## config.mk

```make
export PLATFORM = sky130hd
export DESIGN_NAME = mem_bus_arbiter
export DESIGN_NICKNAME = d
export VERILOG_FILES = /design/src/rtl/mem_bus_arbiter_pkg.sv /design/src/rtl/arb_starve_counter.sv /design/src/rtl/mem_bus_arbiter.sv
export SDC_FILE = /design/constraint.sdc
export NUM_CORES = 1
export LEC_CHECK = 0
export CORE_AREA = 2 2 105 107
export DETAILED_ROUTE_END_ITERATION = 12
export DIE_AREA = 0 0 107 109
export MAX_ROUTING_LAYER = met4
export PLACE_DENSITY_LB_ADDON = 0.15
export SYNTH_ARGS = -nofsm -noshare
export SYNTH_HDL_FRONTEND = slang
export SYNTH_SLANG_ARGS = --single-unit
```

## constraint.sdc

```tcl
create_clock -name CLK -period 1.5 [get_ports CLK]
set_input_delay 0.3 -clock CLK [delete_from_list [all_inputs] [get_ports CLK]]
set_output_delay 0.3 -clock CLK [all_outputs]
set_load 0.05 [all_outputs]
```

## src/rtl/mem_bus_arbiter_pkg.sv

```systemverilog
// Shared types for the memory bus arbiter: grant FSM encoding and the
// starvation counter width.
package mem_bus_arbiter_pkg;

  typedef enum logic [1:0] {
    IDLE  = 2'd0,
    GNT_I = 2'd1,
    GNT_D = 2'd2
  } arb_state_t;

  // Width of the starvation counter; holds STARVE_MAX values up to 15.
  localparam int STARVE_W = 4;

endpackage

```

## src/rtl/arb_starve_counter.sv

```systemverilog
// Saturating count of back-to-back data grants taken while an instruction
// request is waiting. The clear input has priority over the increment input.
module arb_starve_counter
  import mem_bus_arbiter_pkg::*;
#(
  parameter int STARVE_MAX = 4
) (
  input  logic CLK,
  input  logic nRST,
  input  logic clr,
  input  logic inc,
  output logic sat
);

  localparam logic [STARVE_W-1:0] MAX_V = STARVE_W'(STARVE_MAX);

  logic [STARVE_W-1:0] cnt_q, cnt_d;

  // Next count: clear wins; increment stops at the limit.
  always_comb begin
    cnt_d = cnt_q;
    if (clr) begin
      cnt_d = '0;
    end else if (inc && (cnt_q != MAX_V)) begin
      cnt_d = cnt_q + STARVE_W'(1);
    end
  end

  // Counter register.
  always_ff @(posedge CLK, negedge nRST) begin
    if (!nRST) cnt_q <= '0;
    else       cnt_q <= cnt_d;
  end

  assign sat = (cnt_q == MAX_V);

endmodule

```

## src/rtl/mem_bus_arbiter.sv

```systemverilog
// Single-port RAM arbiter between the instruction fetch (read-only) and the
// data requester (read/write). Data has priority unless the instruction side
// has been starved for STARVE_MAX consecutive data grants. A bubble cycle in
// IDLE separates every pair of grants.
// Optional build macro: MEM_ARB_PERF_EN adds the perf_icnt, perf_dcnt and
// perf_stall performance counter outputs.
module mem_bus_arbiter
  import mem_bus_arbiter_pkg::*;
#(
  parameter int ADDR_W     = 32,
  parameter int DATA_W     = 32,
  parameter int STARVE_MAX = 4
) (
  input  logic              CLK,
  input  logic              nRST,
  input  logic              iREN,
  input  logic [ADDR_W-1:0] iaddr,
  output logic              iwait,
  output logic [DATA_W-1:0] iload,
  input  logic              dREN,
  input  logic              dWEN,
  input  logic [ADDR_W-1:0] daddr,
  input  logic [DATA_W-1:0] dstore,
  output logic              dwait,
  output logic [DATA_W-1:0] dload,
  output logic              ramREN,
  output logic              ramWEN,
  output logic [ADDR_W-1:0] ramaddr,
  output logic [DATA_W-1:0] ramstore,
  input  logic [DATA_W-1:0] ramload,
  input  logic              ram_ready,
  output logic              gnt_d
`ifdef MEM_ARB_PERF_EN
  ,
  output logic [31:0]       perf_icnt,
  output logic [31:0]       perf_dcnt,
  output logic [31:0]       perf_stall
`endif
);

  arb_state_t state_q, state_d;
  logic       d_req;
  logic       i_done;
  logic       d_done;
  logic       starve_sat;

  assign d_req = dREN | dWEN;

  // Grant state register.
  always_ff @(posedge CLK, negedge nRST) begin
    if (!nRST) state_q <= IDLE;
    else       state_q <= state_d;
  end

  // Next-state, RAM port mux and requester handshake for the current owner.
  always_comb begin
    state_d  = state_q;
    iwait    = iREN;
    dwait    = d_req;
    iload    = '0;
    dload    = '0;
    ramREN   = 1'b0;
    ramWEN   = 1'b0;
    ramaddr  = '0;
    ramstore = '0;
    gnt_d    = 1'b0;
    i_done   = 1'b0;
    d_done   = 1'b0;
    case (state_q)
      IDLE: begin
        // ram_ready here belongs to no grant and is ignored.
        if (d_req && !(iREN && starve_sat)) state_d = GNT_D;
        else if (iREN)                      state_d = GNT_I;
      end
      GNT_D: begin
        ramREN   = dREN;
        ramWEN   = dWEN;
        ramaddr  = daddr;
        ramstore = dstore;
        gnt_d    = 1'b1;
        if (!d_req) begin
          state_d = IDLE;
        end else if (ram_ready) begin
          d_done  = 1'b1;
          dwait   = 1'b0;
          dload   = ramload;
          state_d = IDLE;
        end
      end
      GNT_I: begin
        ramREN  = 1'b1;
        ramaddr = iaddr;
        if (!iREN) begin
          state_d = IDLE;
        end else if (ram_ready) begin
          i_done  = 1'b1;
          iwait   = 1'b0;
          iload   = ramload;
          state_d = IDLE;
        end
      end
      default: state_d = IDLE;
    endcase
  end

  arb_starve_counter #(
    .STARVE_MAX (STARVE_MAX)
  ) u_starve (
    .CLK  (CLK),
    .nRST (nRST),
    .clr  (i_done | ~iREN),
    .inc  (d_done & iREN),
    .sat  (starve_sat)
  );

`ifdef MEM_ARB_PERF_EN
  logic [31:0] perf_icnt_q, perf_icnt_d;
  logic [31:0] perf_dcnt_q, perf_dcnt_d;
  logic [31:0] perf_stall_q, perf_stall_d;

  // Completion and dual-stall counters, wrapping modulo 2^32.
  always_comb begin
    perf_icnt_d  = perf_icnt_q + 32'(i_done);
    perf_dcnt_d  = perf_dcnt_q + 32'(d_done);
    perf_stall_d = perf_stall_q + 32'(iwait & dwait);
  end

  // Performance counter registers.
  always_ff @(posedge CLK, negedge nRST) begin
    if (!nRST) begin
      perf_icnt_q  <= '0;
      perf_dcnt_q  <= '0;
      perf_stall_q <= '0;
    end else begin
      perf_icnt_q  <= perf_icnt_d;
      perf_dcnt_q  <= perf_dcnt_d;
      perf_stall_q <= perf_stall_d;
    end
  end

  assign perf_icnt  = perf_icnt_q;
  assign perf_dcnt  = perf_dcnt_q;
  assign perf_stall = perf_stall_q;
`endif

endmodule

```

==> results of run 1 <==
==> cell usage after synthesis (all sizes together) <==
| master | number | area, um^2 |
|---|---|---|
| o211ai | 1 | 7.51 |
| o2bb2ai | 1 | 8.76 |
| mux2i | 3 | 30.0 |
| o2111ai | 1 | 8.76 |
| o21ai | 1 | 5.00 |
| and2 | 97 | 607 |
| and3 | 1 | 6.26 |
| and3b | 2 | 17.5 |
| clkbuf | 15 | 61.3 |
| a22oi | 32 | 240 |
| nand4 | 1 | 6.26 |
| ha | 6 | 75.1 |
| a21boi | 1 | 11.3 |
| inv | 6 | 22.5 |
| buf | 6 | 30.0 |
| nand2b | 1 | 8.76 |
| nand2 | 8 | 30.0 |
| a211oi | 1 | 7.51 |
| dfrtp | 6 | 150 |
| nor4b | 1 | 8.76 |
| nor2 | 2 | 7.51 |
| a21oi | 4 | 20.0 |
| nor2b | 33 | 206 |
| o211a | 1 | 17.5 |
| a211o | 1 | 8.76 |
| a2111oi | 1 | 15.0 |
==> worst reg2reg max path, stage by stage, from the launching register on <==
cell and delay [ns]:
sky130_fd_sc_hd__dfrtp_1 0.39, sky130_fd_sc_hd__buf_4 0.16, sky130_fd_sc_hd__ha_4 0.16, sky130_fd_sc_hd__buf_12 0.17
sky130_fd_sc_hd__buf_4 0.17, sky130_fd_sc_hd__nand2_1 0.08, sky130_fd_sc_hd__a211oi_2 0.08, sky130_fd_sc_hd__a211o_1 0.31
==> worst max-delay path by stage <==
stage / to / cells after the start
floorplan: dload[10] / 6
global placement: dload[31] / 5
detailed placement: iload[8] / 5
CTS: iload[8] / 6
global route: dload[8] / 6
finish: ramaddr[28] / 6
==> layout make-up <==
cell class / instances / area [um^2]
repair buffers: 299 / 4430
fillers: 821 / 3750
multi-input cells: 200 / 2040
well taps: 140 / 175
flip-flops and latches: 6 / 150
clock buffers: 3 / 41.3
inverters: 6 / 22.5
==> flip-flops by register name (all words and copies together) (netlist names) <==
register        count
u_starve.cnt_q      4
state_q             2
==> logic make-up after synthesis <==
| kind of cell | after synthesis | share of synthesized area |
|---|---|---|
| AO/OA/AOI/OAI | 45 | 0.217 |
| adder cells (fa/ha/maj) | 6 | 0.0464 |
| buffers and inverters | 27 | 0.0704 |
| flip-flops | 6 | 0.0928 |
| multiplexers | 3 | 0.0186 |
| AND/OR/NAND/NOR | 146 | 0.555 |
==> through the flow <==
step / total power [uW] / setup TNS [ns] / cells
detailed placement: 8800 / -30.81 / 643
global route: 10000 / -57.10 / 654
finish: 9650 / -48.55 / 654
global placement: 8730 / -30.59 / 643
CTS: 9410 / -50.80 / 648
floorplan: 5020 / -30.33 / 233
==> timing repair <==
item / 4_1_cts / 5_1_grt
setup buffers: 1 / 2
cloned: 1 / 4
setup endpoints to repair: 139 / 139
gates resized for setup: 21 / 24
pin swaps: 2 / 27
==> power groups by stage <==
stage,registers (uW),logic [uW],clock network (uW)
final,211,9200,241
after global routing,214,9550,264
after CTS,203,8960,249
after detailed placement,204,8600,0
after global placement,205,8520,0
after floorplan,218,4800,0
==> routing by layer <==
metal / global-route usage / vias to the layer above / routed length, um
met4: 0.0334 / 0 / 127
met2: 0.313 / 171 / 5820
met5: - / - / 0
met1: 0.173 / 1291 / 3800
met3: 0.0448 / 11 / 993
li1: - / 1342 / -
==> results list, run 1 <==
- Slowest cell on the critical path: sky130_fd_sc_hd__dfrtp_1
- After clock tree synthesis, the clock-pin slew on the worst setup and hold paths is 0.04 ns.
- The initialized floorplan defines 38 standard-cell rows.
- For this block, the via count after detailed routing is 2815.
- Signed area change from the synthesized netlist to the final layout: 324%
* Final setup slack of the worst path: -0.433 ns
* Type of the worst setup path: reg -> out
* Top-Level Pins: 267
- The checks that failed: setup timing.
- In this run the vertical extent of the chip is 109 um.
* Initial standard-cell utilization of the core: 0.153
- STA classifies the critical path startpoint as a flop.
- Vias/cell: 4.30
- Number of optimization iterations in the first detailed-route pass: 4
- Cell area after technology mapping: 1620 um^2
- Final instance area: 6850 um^2
- Routability-driven placement finished with a final weighted congestion of 0.803.
- TritonCTS clock tree: yes
* Number of instances in the synthesized netlist: 233
* DRC errors left: 0
* Post-detailed-route wirelength per cell: 16.4 um
* Overall Global Routing Usage: 0.166
* CP Launch Point: state_q[0]$_DFFE_PN0P_
* Unrepaired setup endpoints after global routing: yes
- The share of the Yosys chip area taken by registers is 0.0928.
- At the end of the flow, the number of nets in the layout was 656.
* Maximum VDD drop: 0.891 mV
- Clk_lat worst skew: 0.22 ns
- Largest fanout on the critical path: 34
- Internal power contribution: 5160 uW
* Die boundary width: 107 um
- Core area: 10600 um^2
* Commonest cells after routing, fill and taps aside: 139 x sky130_fd_sc_hd__buf_12, 133 x sky130_fd_sc_hd__clkdlybuf4s50_1, 97 x sky130_fd_sc_hd__and2_4, 33 x sky130_fd_sc_hd__nor2b_4, 25 x sky130_fd_sc_hd__a22oi_2
- At the placement stage, the worst setup path has a slack of -0.352 ns.
- Number of H-tree branching levels: 1
- Of the cells placed in the final design, the portion with a size suffix greater than 1 is 0.654.
- Number of setup violations in the final report: 139
* Clk Tree Root Cell: sky130_fd_sc_hd__clkbuf_8
- Post-layout util: 0.646
- Power per cell area: 1410 nW/um^2
- Min cycle time layout: 1.93 ns
* Endpoint type of the worst setup path: primary output
* Total detailed-routing wirelength: 10700 um
* Min Hold Slack: 0.321 ns
* Final hold viol count: 0
* Via count of the first global-routing pass: 2832
* ANT cells: 0
- Clock share of power: 0.025
- For the final database, setup skew stands at 0.000829 ns.
* Synth Net Count: 373
* Number of warnings printed during yosys synthesis: 0
* Placed cell area: 6470 um^2
- By instance count, the cell type seen most on the critical path is sky130_fd_sc_hd__buf_12.
- Crit path arrival time: 1.63 ns
- The path class of the tightest hold or removal check is in -> async.
* Startpoint of the worst-slack reg-to-reg timing path: state_q[0]$_DFFE_PN0P_
* DRC violation total after the first TritonRoute iteration: 66
- Summed over all cells, the static leakage comes to 0.00283 uW.
- Net switching share of the total power: 0.465
* Half-perimeter wire length after detailed placement: 8880 um
* Part of the total power dissipated in combinational logic: 0.953
- Switching pwr: 4490 uW
* Deepest clock path buffer count: 2
- Max-cap violations in this run came to 0.
* Maximum number of pins on one net before global-route repair: 35
- A synthesized cell averages 6.94 um^2.
- For this run, the slowest stage of the critical path takes 0.39 ns.
- Num CTS Buffers: 3
* Cell chain of the critical path: buf_4 > ha_4 > buf_12 > a22oi_1 > nor2b_4 > buf_12
- Clock Sink Count: 6
- Input and output buffers added on the ports amount to 266.
- At the pin with the least slew margin, the transition time is 0.316 ns.
- Together, buffers and inverters on the worst path number 3.
* Total overflow reported by the global router: 0
* Worst R2R Setup Slack: -0.14 ns
- Maximum achievable frequency: 517 MHz
- Worst r2r path cells: 7
- The run finished, with violations left.
- For the worst setup path, the data required time is 1.20 ns.
- Of the total power, registers draw 0.022.
- Hold Buf Count CTS: 0
- Worst max-slew margin expressed relative to the limit: 0.789
* Synth unique cells: 27
- The max-slew violation total from the final report is 0.
* Leading cell type in the layout, fill and taps excluded: sky130_fd_sc_hd__buf_12
- The cell family contributing the most delay on the critical path is buffers and inverters.
- Antenna violations before repair: 0
- The synthesized design contains 6 register bits.
* Reg-to-reg endpoint: state_q[1]$_DFFE_PN0P_
- The count of nets left with antenna violations once routing finished came out at 0.
- The first global-routing pass estimated 15000 um of wire.
- Die area: 11700 um^2
- Period Utilization, post-route: 1.29
No activity file was read; power rests on OpenSTA's default activity.
==> run 2: changes to the inputs <==
Settings changed: CAP_MARGIN set to 10.
==> results of run 2 <==
The final DEF is identical to that of run 1; final timing and power are the same.
==> run 3: changes to the inputs <==
Settings changed: ABC_AREA set to 0.
==> results of run 3 <==
The final DEF is identical to that of run 1; final timing and power are the same.
